==> src/rtl/bcd2bin_pkg.sv <==
// Shared types and constants for the BCD-to-binary converter arbiter.
// Also holds the digit legality helper used by the CHECK state.
package bcd2bin_pkg;

    typedef enum logic [2:0] {
        IDLE      = 3'd0,
        CHECK     = 3'd1,
        ISSUE     = 3'd2,
        WAIT_DONE = 3'd3,
        RESP      = 3'd4
    } state_t;

    localparam int BCD_MAX_DIGIT = 9;
    localparam int NUM_DIGITS    = 4;

    function automatic logic bcd_legal(input logic [15:0] digits);
        logic ok;
        ok = 1'b1;
        for (int i = 0; i < NUM_DIGITS; i++) begin
            if (digits[4*i +: 4] > 4'(BCD_MAX_DIGIT)) ok = 1'b0;
        end
        return ok;
    endfunction

endpackage

==> src/rtl/bcd2bin_arbiter_rr_pick.sv <==
// Combinational round-robin select: first set request at or after ptr, modulo NREQ.
// Generic so other shared resources can reuse it.
module rr_pick #(
    parameter int NREQ = 4,
    parameter int IW   = (NREQ > 1) ? $clog2(NREQ) : 1
) (
    input  logic [NREQ-1:0] req,
    input  logic [IW-1:0]   ptr,
    output logic [IW-1:0]   grant,
    output logic            valid
);

    logic [IW:0] idx;

    // Scan from the far end so the last hit written is the nearest to ptr.
    always_comb begin
        grant = '0;
        valid = 1'b0;
        idx   = '0;
        for (int i = NREQ - 1; i >= 0; i--) begin
            idx = {1'b0, ptr} + (IW+1)'(i);
            if (idx >= (IW+1)'(NREQ)) idx = idx - (IW+1)'(NREQ);
            if (req[idx[IW-1:0]]) begin
                grant = idx[IW-1:0];
                valid = 1'b1;
            end
        end
    end

endmodule

==> src/rtl/bcd2bin_arbiter.sv <==
// Round-robin arbiter sharing one sequential BCD-to-binary converter among NREQ requesters.
// state     | meaning
// IDLE      | waiting for a request; grants and latches digits
// CHECK     | rejects illegal digits, otherwise loads converter digits
// ISSUE     | waits for converter ready with done low, pulses cv_start
// WAIT_DONE | waits for done rising edge or timeout
// RESP      | rsp_valid pulse to the grant, advances the pointer
module bcd2bin_arbiter
    import bcd2bin_pkg::*;
#(
    parameter int NREQ = 4,
    parameter int W    = 14,
    parameter int TMO  = 1024
) (
    input  logic             clk,
    input  logic             reset,
    input  logic [NREQ-1:0]  req,
    input  logic [16*NREQ-1:0] bcd_in,
    output logic [NREQ-1:0]  rsp_valid,
    output logic [W-1:0]     rsp_bin,
    output logic             rsp_err,
    output logic             busy,
    output logic             cv_start,
    output logic [3:0]       cv_bcd0,
    output logic [3:0]       cv_bcd1,
    output logic [3:0]       cv_bcd2,
    output logic [3:0]       cv_bcd3,
    input  logic             cv_ready,
    input  logic             cv_done_tick,
    input  logic [W-1:0]     cv_bin
);

    localparam int IW = (NREQ > 1) ? $clog2(NREQ) : 1;
    localparam int CW = (TMO > 2) ? $clog2(TMO) : 1;

    state_t          state, state_nx;
    logic [IW-1:0]   ptr, grant_q, pick_idx;
    logic            pick_ok;
    logic [15:0]     dig_q;
    logic [CW-1:0]   tmo_cnt;
    logic            done_q, done_rise, timed_out, issue_ok;

    rr_pick #(.NREQ(NREQ), .IW(IW)) u_pick (
        .req   (req),
        .ptr   (ptr),
        .grant (pick_idx),
        .valid (pick_ok)
    );

    assign done_rise = cv_done_tick & ~done_q;
    assign timed_out = (tmo_cnt == CW'(TMO - 1));
    // A done still high from the previous conversion must not be mistaken for this one's.
    assign issue_ok  = cv_ready & ~cv_done_tick;
    assign busy      = (state != IDLE);

    always_ff @(posedge clk or posedge reset) begin
        if (reset) state <= IDLE;
        else       state <= state_nx;
    end

    always_comb begin
        state_nx = state;
        case (state)
            IDLE:      if (pick_ok) state_nx = CHECK;
            CHECK:     state_nx = bcd_legal(dig_q) ? ISSUE : RESP;
            ISSUE:     if (issue_ok) state_nx = WAIT_DONE;
            WAIT_DONE: if (done_rise || timed_out) state_nx = RESP;
            RESP:      state_nx = IDLE;
            default:   state_nx = IDLE;
        endcase
    end

    always_ff @(posedge clk or posedge reset) begin
        if (reset) begin
            ptr       <= '0;
            grant_q   <= '0;
            dig_q     <= '0;
            tmo_cnt   <= '0;
            done_q    <= 1'b0;
            rsp_valid <= '0;
            rsp_bin   <= '0;
            rsp_err   <= 1'b0;
            cv_start  <= 1'b0;
            cv_bcd0   <= '0;
            cv_bcd1   <= '0;
            cv_bcd2   <= '0;
            cv_bcd3   <= '0;
        end else begin
            done_q    <= cv_done_tick;
            cv_start  <= 1'b0;
            rsp_valid <= '0;
            case (state)
                IDLE: if (pick_ok) begin
                    grant_q <= pick_idx;
                    dig_q   <= bcd_in[16*pick_idx +: 16];
                end
                CHECK: if (!bcd_legal(dig_q)) begin
                    rsp_bin   <= '0;
                    rsp_err   <= 1'b1;
                    rsp_valid <= NREQ'(1) << grant_q;
                end else begin
                    cv_bcd0 <= dig_q[3:0];
                    cv_bcd1 <= dig_q[7:4];
                    cv_bcd2 <= dig_q[11:8];
                    cv_bcd3 <= dig_q[15:12];
                end
                ISSUE: if (issue_ok) begin
                    cv_start <= 1'b1;
                    tmo_cnt  <= '0;
                end
                WAIT_DONE: begin
                    if (done_rise) begin
                        rsp_bin   <= cv_bin;
                        rsp_err   <= 1'b0;
                        rsp_valid <= NREQ'(1) << grant_q;
                    end else if (timed_out) begin
                        rsp_bin   <= '0;
                        rsp_err   <= 1'b1;
                        rsp_valid <= NREQ'(1) << grant_q;
                    end else begin
                        tmo_cnt <= tmo_cnt + 1'b1;
                    end
                end
                RESP: ptr <= (grant_q == IW'(NREQ - 1)) ? '0 : grant_q + 1'b1;
                default: ;
            endcase
        end
    end

endmodule

==> config.mk <==
export PLATFORM = sky130hd
export DESIGN_NAME = bcd2bin_arbiter
export DESIGN_NICKNAME = d
export VERILOG_FILES = /design/src/rtl/bcd2bin_pkg.sv /design/src/rtl/bcd2bin_arbiter_rr_pick.sv /design/src/rtl/bcd2bin_arbiter.sv
export SDC_FILE = /design/constraint.sdc
export NUM_CORES = 1
export LEC_CHECK = 0
export CAP_MARGIN = 10
export CELL_PAD_IN_SITES_DETAIL_PLACEMENT = 0
export CELL_PAD_IN_SITES_GLOBAL_PLACEMENT = 1
export CORE_ASPECT_RATIO = 1.25
export CORE_UTILIZATION = 25
export CTS_BUF_LIST = sky130_fd_sc_hd__clkbuf_16
export DETAILED_ROUTE_END_ITERATION = 8
export HOLD_SLACK_MARGIN = 0.08
export PLACE_DENSITY_LB_ADDON = 0.1
export RECOVER_POWER = 100
export SLEW_MARGIN = 20
export SYNTH_ARGS = -nofsm -noshare
export SYNTH_HDL_FRONTEND = slang
export SYNTH_SLANG_ARGS = --single-unit
export TNS_END_PERCENT = 10
==> constraint.sdc <==
create_clock -name clk -period 3.6 [get_ports clk]
set_clock_uncertainty 0.1 [all_clocks]
set_input_delay 1.08 -clock clk [delete_from_list [all_inputs] [get_ports clk]]
set_output_delay 1.08 -clock clk [all_outputs]
set_load 0.01 [all_outputs]
After elaboration in Yosys (flattened, before gate mapping)

Cells that the tools add are included.

Flip-flop bits (word level): 70
ROM bits: 0
Word-level logic and storage cells: 113
Input bits: 86
Output and inout port bits: 37
RAM bits: 0
Latch bits: 0
Memories kept: 0

Multiply operators: 0
Add/sub/neg operators: 9
Bitwise logic cells: 4
Mux-type cells: 49
Reduce and logical (&&, ||, !) cells: 10
Div/mod/pow operators: 0
Equal/unequal tests: 13
Order comparisons: 12
Shifts and indexed selects: 2

Operators by type and width:

| kind                  | count |
|---|---|
| $shiftx 64x7->16      | 1 |
| $mux 14               | 3 |
| $mux 10               | 3 |
| $pmux 14 s2           | 1 |
| $pmux 10 s2           | 1 |
| $mux 1                | 18 |
| $mux 2                | 9 |
| $gt 4x4->1 const B    | 4 |
| $lt 2x3->1 const B    | 4 |
| $mux 3                | 4 |
| $mux 4                | 3 |
| $ne 2x2->1 const B    | 6 |
| $pmux 3 s4            | 1 |
| $add 10x1->10 const B | 1 |
| $eq 10x10->1 const B  | 1 |
| $ge 3x3->1 const B    | 3 |
| $bmux 1 s2            | 4 |
| $pmux 4 s2            | 1 |
| $sub 2x1->2 const B   | 4 |
| $add 2x2->3 const B   | 2 |
| $eq 3x2->1 const B    | 2 |
| $reduce_and 3->1      | 2 |
| $reduce_and 2->1      | 2 |
| $reduce_and 4->1      | 1 |
| 15 further kinds      | 18 |

Depth between registers and ports, before layout

Gate-level depths: netlist of the first run.

Word-level depth: 11
Depth in mapped cells: 7

Cells and area by module

From an unflattened synthesis of the first run, not the netlist that was laid out.

Cell total of the unflattened synthesis: 259
Area, all modules: 3414.5 µm²

By module, submodules not included:

| module          | seq. area each (µm²) | area an instance (µm²) | times used | cells each |
|---|---|---|---|---|
| bcd2bin_arbiter | 1751.7               | 3337.0                 | 1          | 246 |
| rr_pick         | 0.0                  | 77.6                   | 1          | 13 |

Least setup slack after synthesis of the first run

OpenSTA, ideal clock, no wires.

Path kind: input port to flip-flop
Start: in req[2]
End: reg dig_q[0]
Setup slack: 1147 ps
Arrival: 2224 ps
Stages: 7
Required time: 3372 ps
Path through: mux2i_1 nor2_1 or3_1 buf_2 buf_4 a221oi_2 a211oi_1

Word-level cells in the longest chain between the ends: 7
Elaborated cells between the ends (all ways): 18

RTL lines:

| what                                                 | line                          | text |
|---|---|---|
| start: declaration                                   | bcd2bin_arbiter.sv:17         | `input logic [NREQ-1:0] req,` |
| $bmux 1 s2                                           | bcd2bin_arbiter_rr_pick.sv:23 | `if (req[idx[IW-1:0]]) begin` |
| $mux 1 (implied by the code)                         | bcd2bin_arbiter_rr_pick.sv:23 |  |
| $mux 2 or $mux 1 (tied branches) (4 in a row)        | bcd2bin_arbiter_rr_pick.sv:23 |  |
| $shiftx 64x7->16 or $reduce_and 2->1 (tied branches) | -                             |  |
| end signal: assignment                               | bcd2bin_arbiter.sv:95         | `dig_q <= bcd_in[16*pick_idx +: 16];` |
| end: declaration                                     | bcd2bin_arbiter.sv:39         | `logic [15:0] dig_q;` |

Parallel ways exist; a longest one is shown, timed or not. The select of a mux whose other input is x is not followed.
A chain may end at the register's enable or synchronous reset.

Worst setup path in the final report of the first run

Start: in req[2]
End: reg dig_q[13]

The elaborated chain is that of the path after synthesis.

==> results of run 1 <==
flip-flops by register name, indices dropped and copies added, names as in the netlist:
name and cells:
done_q 1, grant_q 2, dig_q 16, cv_bcd2 4, rsp_valid 4, rsp_err 1
cv_bcd3 4, rsp_bin 14, state 3, ptr 2, tmo_cnt 10, cv_bcd1 4
cv_start 1, cv_bcd0 4
where the power goes:
group / switching, W / total (W) / internal, W / leakage, nW
clock: 0.000323 / 0.000847 / 0.000525 / 0.140
sequential: 0.000228 / 0.00131 / 0.00108 / 0.854
combinational: 0.000759 / 0.00144 / 0.000679 / 1.25
total: 0.00131 / 0.00359 / 0.00229 / 2.25
stage by stage:
stage               hold slack [ps]  power, W  instances  worst slack [ps]  util (%)
floorplan                       358   0.00228        314               652         -
global placement                374   0.00285        601              71.1      35.6
detailed placement              384   0.00287        601             -14.4      35.6
CTS                             393   0.00374        616               334      37.6
global route                    406   0.00389        616               130      37.5
finish                          395   0.00359        616               348      37.5
critical path: cells and delay by family:
family                 cells  cell delay (ps)
AND/OR/NAND/NOR            2              730
AO/OA/AOI/OAI              3              800
buffers and inverters      2              700
Yosys cell counts:
cell | instances | area (um2)
dfrtp_1 | 70 | 1750
nor2_1 | 32 | 120
and2_1 | 18 | 113
mux2i_1 | 18 | 180
a211oi_1 | 16 | 120
o21ai_0 | 16 | 80.1
mux2_2 | 15 | 169
a22o_1 | 14 | 123
inv_1 | 12 | 45.0
a221oi_2 | 11 | 165
nand2_1 | 10 | 37.5
buf_2 | 8 | 40.0
nand3_1 | 8 | 40.0
o31ai_1 | 7 | 52.6
a221oi_1 | 6 | 52.6
ha_1 | 5 | 62.6
nand2b_1 | 5 | 31.3
a21oi_1 | 4 | 20.0
buf_6 | 4 | 45.0
a21o_1 | 3 | 22.5
and3_1 | 3 | 18.8
buf_4 | 2 | 15.0
clkbuf_1 | 2 | 7.51
mux2_1 | 2 | 22.5
nand4_1 | 2 | 12.5
nor2b_1 | 2 | 12.5
or2_2 | 2 | 12.5
a31oi_1 | 1 | 6.26
a41o_1 | 1 | 10.0
and2b_1 | 1 | 7.51
nand4_2 | 1 | 12.5
nor2_2 | 1 | 6.26
nor3_4 | 1 | 16.3
nor3b_1 | 1 | 7.51
nor4_1 | 1 | 6.26
o211ai_1 | 1 | 7.51
o21a_1 | 1 | 7.51
o21ai_4 | 1 | 16.3
o21bai_1 | 1 | 7.51
o22a_1 | 1 | 8.76
or2_0 | 1 | 6.26
or2_4 | 1 | 8.76
or3_1 | 1 | 6.26
or3_4 | 1 | 11.3
logic make-up (layout without fill, tap and decap cells):
group,Yosys count,in the layout,share of synthesized area (%)
muxes,35,35,10.5
AOI/OAI and AO/OA,84,84,19.8
DFF,70,70,49.7
buffers and inverters,28,155,4.33
and+or+nand+nor,92,92,13.8
adders and majority gates,5,5,1.77
final timing paths:
path | end | cells past startpoint | slack [ps]
setup / recovery | dig_q[13]$_DFFE_PP0P_ | 7 | 350
hold / removal | cv_bcd1[3]$_DFFE_PP0P_ | 1 | 390
hold reg to reg | cv_bcd1[3]$_DFFE_PP0P_ | 1 | 390
max in group asynchronous | tmo_cnt[5]$_DFFE_PP0P_ | 3 | 1110
setup reg to reg | dig_q[13]$_DFFE_PP0P_ | 5 | 1020
min in group asynchronous | cv_bcd1[3]$_DFFE_PP0P_ | 2 | 1470
per-layer routing:
metal	track usage (%)	up-vias
met1	16.3	1375
met4	4.79	0
met2	21.6	94
li1	-	1402
met5	0	-
met3	4.30	9
final cells by class:
| type | instances | share of cell area (%) |
|---|---|---|
| sequential | 70 | 33.9 |
| multi-input combinational | 216 | 31.1 |
| timing repair buffer | 128 | 24.5 |
| clock buffer | 9 | 4.35 |
| tap | 175 | 4.23 |
| clock inverter | 6 | 1.06 |
| inverter | 12 | 0.895 |
cells in the final DEF (no fill, tap or decap), types with 3 or more instances in the layout:
cell and count:
nand3_1 8, o21ai_0 16, mux2_2 15, a21oi_1 4, ha_1 5, nand2_1 10, clkbuf_16 9, and2_1 17
nand2b_1 5, a221oi_2 11, clkdlybuf4s50_1 83, a211oi_1 16, clkbuf_1 3, o31ai_1 7, nand4_1 3, nor2_1 31
a221oi_1 6, mux2i_1 18, dfrtp_1 70, dlygate4sd3_1 39, and3_1 3, a22o_1 14, inv_1 12, a21o_1 3
==> key figures, run 1 <==
Status
  • Status: finished, violations left
  • Failing checks: max-capacitance violations, max-slew violations

Logic synthesis
  • Post-synth cell types: 44
  • Seq cells post-synth: 70
  • Mapped Nets: about 410
  • Avg Inst Size Synth: 11.2 um2
  • Synth warn: 0
  • Post-Syn Area: 3520 um2
  • Syn Inst Count: 314
  • Seq/Total Area, Yosys: 49.7%

Clocking
  • Post-CTS Hold Buffers: 0
  • CTS tree: yes
  • H-tree depth: 3
  • Clock transition at path regs: around 60 ps
  • Root buf cell: clkbuf_16
  • Worst-case clock buffer depth: 2
  • CTS sink count: 70
  • # resized after CTS: 0
  • Postcts setup bufs: 0
  • Worst-Skew Late Latency: between 300 and 400 ps
  • Num CTS Buffers: 9

Setup path
  • Data required, critical path: 3650 ps
  • Crit path launch: req[2]
  • Type of element capturing the critical path: flop
  • Crit path DAT: between 3000 and 4000 ps
  • Slowest-stage cell, CP: nor2_2
  • CP Max Fanout: 17
  • Slowest Stage Delay on Critical Path: 640 ps
  • CP cell instances: clkdlybuf4s50_1 -> nor4_1 -> clkbuf_1 -> nor2_2 -> o21ai_4 -> a221oi_1 -> a211oi_1
  • Reg2reg start: state[1]$_DFFE_PP0P_
  • Critical path type: in2reg
  • Crit path launch type: input pin

Global routing
  • Largest net degree at the start of global routing: 39
  • Initial antenna violation count: 0
  • Congestion Overflow GR: 0
  • GRT Util Overall: 13.3%
  • Vias in the first global route: approximately 3,000
  • First-pass GRT wire length: 14,800 um

Drt
  • Post-route ant nets: 0
  • DRC: 0
  • Via Count: 2,880
  • Drt first pass iters: 4
  • Overall routed net length: 9100 um
  • Routed WL per cell: 14.8 um
  • Uppermost layer routed: met4
  • Avg Vias per Cell: 4.68
  • Met3 WL post-DR: 671 um
  • Met1 Wirelength: between 4000 and 5000 um
  • WL met2: 4260 um
  • Initial drt markers: 77

STA
  • Period minus WS final: 3250 ps
  • Transition time of the tightest slew-check pin: 1550 ps
  • Fmax: between 300 and 400 MHz
  • Unrepaired setup endpoints after global routing: false
  • Setup-failing EPs final: 0
  • Slew headroom: -3.78%
  • Final critical-path share of the clock period: 90.3%
  • Slew Limit Fails: 33
  • Hold Vio Cnt, Final: 0
  • Setup TNS: 0 ps

Hold path
  • Hold WC Path Type: reg2reg
  • Hold Startpoint: cv_bcd1[3]$_DFFE_PP0P_

Final layout
  • Final nets: about 530
  • Fill count: 1,421
  • Ant diodes: 0
  • Multi-input gate area: 1610 um2
  • FF/Latch Area: 1750 um2
  • Final instance area: 5170 um2
  • Synth-to-layout area growth: 46.8%
  • Layout cell share with drive strength beyond 1: 11.6%

Die
  • Die H: ~130 um
  • I/O pins: about 120
  • Initial Util: 25.5%
  • Row count: 48
  • Die Wd: about 110 um
  • Core area: 13,800 um2
  • Die Area: roughly 15,000 um2

Placement
  • IO buf count: 122
  • HPWL after detailed placement: 6620 um
  • Post-DP Area: approximately 4900 um2
  • RD Place Congestion: approximately 0.71

Pwr
  • VDD IR max: 0.235 mV
  • Power per cell area: 695 nW/um2
  • P_leak: 2.25 nW

Job
  • Max_cap viols: 1
(Power assumes the default switching activity.)
==> run 2: changes to the inputs <==
Settings changed: CORE_MARGIN set to 3, SLEW_MARGIN 20 to 5.
Clock period 3.6 ns to 4.2 ns, I/O delays scaled along.
==> key figures, run 2 (synthesis results as in run 1) <==
Die
  • I/O pins: 123 (unchanged)
  • Initial Util: 26.1% (+0.54 points)
  • Die Wd: 112 um (+3.7%)
  • Die Area: 15,600 um2 (+6.8%)
  • Row count: 47 (-2.1%)
  • Die H: 139 um (+3.0%)
  • Core area: 13,500 um2 (-2.1%)

Clocking
  • CTS tree: yes
  • Worst-case clock buffer depth: 2 (unchanged)
  • Postcts setup bufs: 0 (unchanged)
  • Num CTS Buffers: 9 (unchanged)
  • # resized after CTS: 0 (unchanged)
  • Root buf cell: clkbuf_16
  • Clock transition at path regs: 60 ps (about the same)
  • Worst-Skew Late Latency: 330 ps (about the same)
  • CTS sink count: 70 (unchanged)
  • Post-CTS Hold Buffers: 0 (unchanged)
  • H-tree depth: 3 (unchanged)

STA
  • Setup-failing EPs final: 0 (unchanged)
  • Unrepaired setup endpoints after global routing: false
  • Slew headroom: 11.4% (+15 points)
  • Hold Vio Cnt, Final: 0 (unchanged)
  • Setup TNS: 0 ps (unchanged)
  • Transition time of the tightest slew-check pin: 1330 ps (-221 ps)
  • Period minus WS final: 3420 ps
  • Slew Limit Fails: 0 (-100%)
  • Fmax: 293 MHz
  • Final critical-path share of the clock period: 81.4%
  • Hold WS: 387 ps (-7.36 ps)

Drt
  • DRC: 0 (unchanged)
  • Via Count: 2,851 (-1.0%)
  • Avg Vias per Cell: 4.68 (+0.13%)
  • Post-route ant nets: 0 (unchanged)
  • Routed WL per cell: 15.8 um (+6.8%)
  • Drt first pass iters: 4 (unchanged)
  • Initial drt markers: 104 (+35%)
  • Overall routed net length: 9610 um (+5.5%)

Final layout
  • Reg with most FFs: dig_q
  • Most common cell after layout, fill and taps aside: clkdlybuf4s50_1
  • Layout cell share with drive strength beyond 1: 9.59% (-2.0 points)
  • Synth-to-layout area growth: 46.4%
  • Most frequent cells in the layout: 82 x clkdlybuf4s50_1, 70 x dfrtp_1, 40 x dlygate4sd3_1
  • Regs by FF count: dig_q (16), rsp_bin (14), tmo_cnt (10)
  • Fill count: 1,399 (-1.5%)
  • Final nets: 525 (-0.57%)
  • Finished Layout Cells: 609 (-1.1%)
  • Max reg flops: 16 (unchanged)
  • Ant diodes: 0 (unchanged)

Pwr
  • Internal power: 0.00208 W (-9.0%)
  • Clock share of power: 27.0% (+3.4 points)
  • Switching part of the total: 34.9% (-1.5 points)
  • Power per cell area: 619 nW/um2 (-11%)
  • P_sw: 0.00111 W (-15%)
  • Total power: 0.00319 W (-11%)
  • VDD IR max: 0.193 mV (-18%)
  • P_leak: 2.25 nW (about the same)
  • Sequential power share: 35.0% (-1.4 points)
  • Combinational Power Share: 38.0% (-2.0 points)

Placement
  • Placed Cells: 594 (-1.2%)
  • RD Place Congestion: 0.718 (+1.8%)
  • HPWL after detailed placement: 6990 um (+5.5%)
  • IO buf count: 122 (unchanged)

Setup path
  • Type of element capturing the critical path: flop
  • Reg2Reg Depth: 6 (+1)
  • Data required, critical path: 4270 ps (+620 ps)
  • CP Max Fanout: 33 (+16)
  • Crit path DAT: 3490 ps (+190 ps)
  • Crit path launch type: input pin
  • Critical path type: in2reg

Global routing
  • GRT Util Overall: 12.6% (-0.71 points)
  • Initial antenna violation count: 0 (unchanged)
  • Congestion Overflow GR: 0 (unchanged)
  • Vias in the first global route: 3,042 (+2.6%)
  • First-pass GRT wire length: 15,700 um (+5.8%)
  • Largest net degree at the start of global routing: 39 (unchanged)

Status
  • Status: complete, no violations

Hold path
  • Worst Hold Path Cells: 1 (unchanged)
  • Hold WC Path Type: reg2reg

Job
  • Max_cap viols: 0 (-1)
## run 2: cell types whose count changed in the layout (fill, tap and decap cells not counted), moves of 2 or more
cell       change
bufinv_16      +2
a221oi_2       -9
a221oi_1       +9
clkbuf_1       -2
## run 2: layout make-up
cell class / count / area, um2 / share of cell area (%)
flip-flops and latches: 70 / 1750 / 34.0
clock inverters: 6 / 111 / 2.16
well taps: 171 / 214 / 4.15
inverters: 12 / 45.0 / 0.873
multi-input cells: 216 / 1560 / 30.2
repair buffers: 125 / 1250 / 24.3
clock buffers: 9 / 225 / 4.37
## run 2: worst max-delay path, cell delays in order
cell and delay (ps):
dlygate4sd3_1 610, mux2i_1 150, nor2_1 80, or3_2 830, a221oi_1 450, a211oi_1 90
## run 2: final timing paths
kind	slack, ps	startpoint	endpoint
max in group asynchronous	1510	reset	tmo_cnt[5]$_DFFE_PP0P_
min	390	dig_q[8]$_DFFE_PP0P_	cv_bcd2[0]$_DFFE_PP0P_
max reg2reg	1570	tmo_cnt[0]$_DFFE_PP0P_	rsp_bin[9]$_DFFE_PP0P_
min in group asynchronous	1650	reset	cv_bcd0[0]$_DFFE_PP0P_
min reg2reg	390	dig_q[8]$_DFFE_PP0P_	cv_bcd2[0]$_DFFE_PP0P_
max	780	req[2]	dig_q[0]$_DFFE_PP0P_
## run 2: stage by stage
step	setup slack [ps]	util, %	instance area, um2
4_1_cts	877	38.6	5230
2_1_floorplan	1070	-	3520
3_3_place_gp	574	36.2	4890
6_report	783	38.1	5160
3_5_place_dp	538	36.2	4890
5_1_grt	670	38.1	5160
## run 2: power by group through the flow
stage	clock network (W)	registers, W	logic [W]
floorplan	0	0.00112	0.000833
global placement	0	0.00113	0.00132
detailed placement	0	0.00114	0.00134
CTS	0.000891	0.00113	0.00134
global route	0.000925	0.00116	0.00136
finish	0.000862	0.00112	0.00121
## run 2: routing by layer
layer  wire length, um  GRT usage, %  share of wire (%)  vias up
met5                 0             0                  0        -
met3               868          5.11                9.0       12
li1                  -             -                  -     1392
met4               140          4.43                1.5        0
met1              4160          15.4                 43     1347
met2              4440          19.9                 46      100
==> run 3: changes to the inputs <==
Clock period 4.2 ns to 2.8 ns, I/O delays scaled along.
==> key figures, run 3 (synthesis results as in run 1) <==
Global routing
  • Vias in the first global route: 3,117 (+2.5%)
  • Congestion Overflow GR: 0 (unchanged)
  • Largest net degree at the start of global routing: 34 (-13%)
  • First-pass GRT wire length: 16,200 um (+3.6%)
  • GRT Util Overall: 13.0% (+0.41 points)
  • Initial antenna violation count: 0 (unchanged)

Final layout
  • Most common cell after layout, fill and taps aside: clkdlybuf4s50_1
  • Final instance area: 5290 um2 (+2.6%)
  • Synth-to-layout area growth: 50.2%
  • Most frequent cells in the layout: 84 x clkdlybuf4s50_1, 70 x dfrtp_1, 38 x dlygate4sd3_1
  • Regs by FF count: dig_q (16), rsp_bin (14), tmo_cnt (10)
  • Final Core Density: 39.1% (+1.0 points)
  • Max reg flops: 16 (unchanged)
  • Reg with most FFs: dig_q
  • Layout cell share with drive strength beyond 1: 13.3% (+3.7 points)
  • Finished Layout Cells: 623 (+2.3%)
  • Fill count: 1,385 (-1.0%)
  • Final nets: 538 (+2.5%)
  • Ant diodes: 0 (unchanged)

Drt
  • Drt first pass iters: 4 (unchanged)
  • Routed WL per cell: 15.7 um (-0.18%)
  • Overall routed net length: 9810 um (+2.1%)
  • DRC: 0 (unchanged)
  • Initial drt markers: 105 (+0.96%)
  • Avg Vias per Cell: 4.67 (-0.19%)
  • Post-route ant nets: 0 (unchanged)
  • Via Count: 2,911 (+2.1%)

STA
  • Unrepaired setup endpoints after global routing: false
  • Hold Vio Cnt, Final: 0 (unchanged)
  • Slew headroom: 32.6% (+21 points)
  • Setup-failing EPs final: 0 (unchanged)
  • Slew Limit Fails: 0 (unchanged)
  • Transition time of the tightest slew-check pin: 1010 ps (-319 ps)
  • Final critical-path share of the clock period: 95.4%
  • Hold WS: 381 ps (-6.75 ps)
  • Period minus WS final: 2670 ps
  • Fmax: about 370 MHz

Hold path
  • Hold WC Path Type: reg2reg

Clocking
  • Worst-Skew Late Latency: 330 ps (about the same)
  • Root buf cell: clkbuf_16
  • CTS sink count: 70 (unchanged)
  • Clock transition at path regs: 50 ps (about the same)
  • H-tree depth: 3 (unchanged)
  • CTS tree: yes
  • Postcts setup bufs: 0 (unchanged)
  • Num CTS Buffers: 9 (unchanged)
  • Worst-case clock buffer depth: 2 (unchanged)

Pwr
  • Sequential power share: 34.2% (-0.8 points)
  • Power per cell area: 924 nW/um2 (+49%)
  • Total power: 0.00489 W (+53%)
  • Clock share of power: 26.3% (-0.7 points)
  • Switching part of the total: 34.9% (about the same)
  • P_sw: 0.00171 W (+53%)
  • Combinational Power Share: 39.5% (+1.5 points)
  • P_leak: 2.32 nW (+3.1%)
  • VDD IR max: 0.323 mV (+67%)
  • Internal power: 0.00319 W (+53%)

Setup path
  • Crit path launch type: flop
  • Critical path type: reg2out
  • Data required, critical path: 1860 ps (-2410 ps)
  • Type of element capturing the critical path: primary output
  • Crit path DAT: 1730 ps (-1760 ps)
  • CP Max Fanout: 8 (-76%)

Placement
  • Placed Cells: 607 (+2.2%)
  • RD Place Congestion: 0.765 (+6.6%)
  • HPWL after detailed placement: 7240 um (+3.6%)
  • Post-DP Area: 5010 um2 (+2.5%)
  • IO buf count: 122 (unchanged)

Die
  • Die Area: 15,600 um2 (unchanged)
  • Core area: 13,500 um2 (unchanged)
  • Initial Util: 26.1% (unchanged)
  • Die Wd: 112 um (unchanged)
  • Row count: 47 (unchanged)
  • I/O pins: 123 (unchanged)
  • Die H: 139 um (unchanged)

Status
  • Status: complete, no violations

Job
  • Max_cap viols: 0 (unchanged)
==> run 3: cell count changes in the layout (fill, tap and decap cells not counted), moves of 2 or more <==
cell             delta
dlygate4sd3_1       -2
clkbuf_2            +3
a221oi_1            -8
clkbuf_1            +4
a221oi_2            +8
buf_4               +5
clkdlybuf4s50_1     +2
==> run 3: worst paths after layout <==
path | endpoint | slack [ps] | startpoint | cells after the start
setup / recovery | busy | 130 | state[0]$_DFFE_PP0P_ | 2
hold / removal | cv_bcd2[0]$_DFFE_PP0P_ | 380 | cv_bcd2[0]$_DFFE_PP0P_ | 1
setup reg to reg | cv_bcd1[3]$_DFFE_PP0P_ | 290 | dig_q[13]$_DFFE_PP0P_ | 4
hold reg to reg | cv_bcd2[0]$_DFFE_PP0P_ | 380 | cv_bcd2[0]$_DFFE_PP0P_ | 1
max in group asynchronous | cv_bcd0[3]$_DFFE_PP0P_ | 510 | reset | 3
min in group asynchronous | dig_q[0]$_DFFE_PP0P_ | 1020 | reset | 2
==> run 3: worst max-delay path, cell delays in order (launching register included) <==
cell	delay (ps)
dfrtp_1	460
or3_4	430
clkdlybuf4s50_1	510
==> run 3: per-stage QoR <==
| step | worst slack (ps) | TNS, ps |
|---|---|---|
| after detailed placement | -163 | -2430 |
| after floorplan | 91.8 | 0 |
| final | 129 | 0 |
| after global placement | -131 | -1650 |
| after global routing | 48.9 | 0 |
| after CTS | 108 | 0 |
==> run 3: what timing repair did <==
action	in CTS	in global routing
hold buffers	0	0
setup endpoints to repair	0	5
gates resized for setup	0	1
==> run 3: cell type report <==
type                    instances  area, um2  share of cell area [%]
clock buffers                   9        225                    4.25
repair buffers                138       1330                    25.1
clock inverters                 7        114                    2.15
inverters                      12       45.0                   0.851
well taps                     171        214                    4.04
multi-input cells             216       1620                    30.5
flip-flops and latches         70       1750                    33.1
==> run 3: layer usage <==
metal / up-vias / part of all wire (%) / global-route usage (%)
li1: 1431 / - / -
met1: 1362 / 43 / 15.7
met2: 106 / 46 / 21.1
met3: 12 / 8.8 / 4.36
met4: 0 / 1.7 / 5.13
met5: - / 0 / 0
==> run 3: power groups by stage <==
| stage | sequential (W) | combinational (W) | clock [W] |
|---|---|---|---|
| after detailed placement | 0.00170 | 0.00206 | 0 |
| final | 0.00167 | 0.00193 | 0.00129 |
| after floorplan | 0.00168 | 0.00125 | 0 |
| after global placement | 0.00169 | 0.00203 | 0 |
| after CTS | 0.00169 | 0.00206 | 0.00133 |
| after global routing | 0.00174 | 0.00219 | 0.00136 |
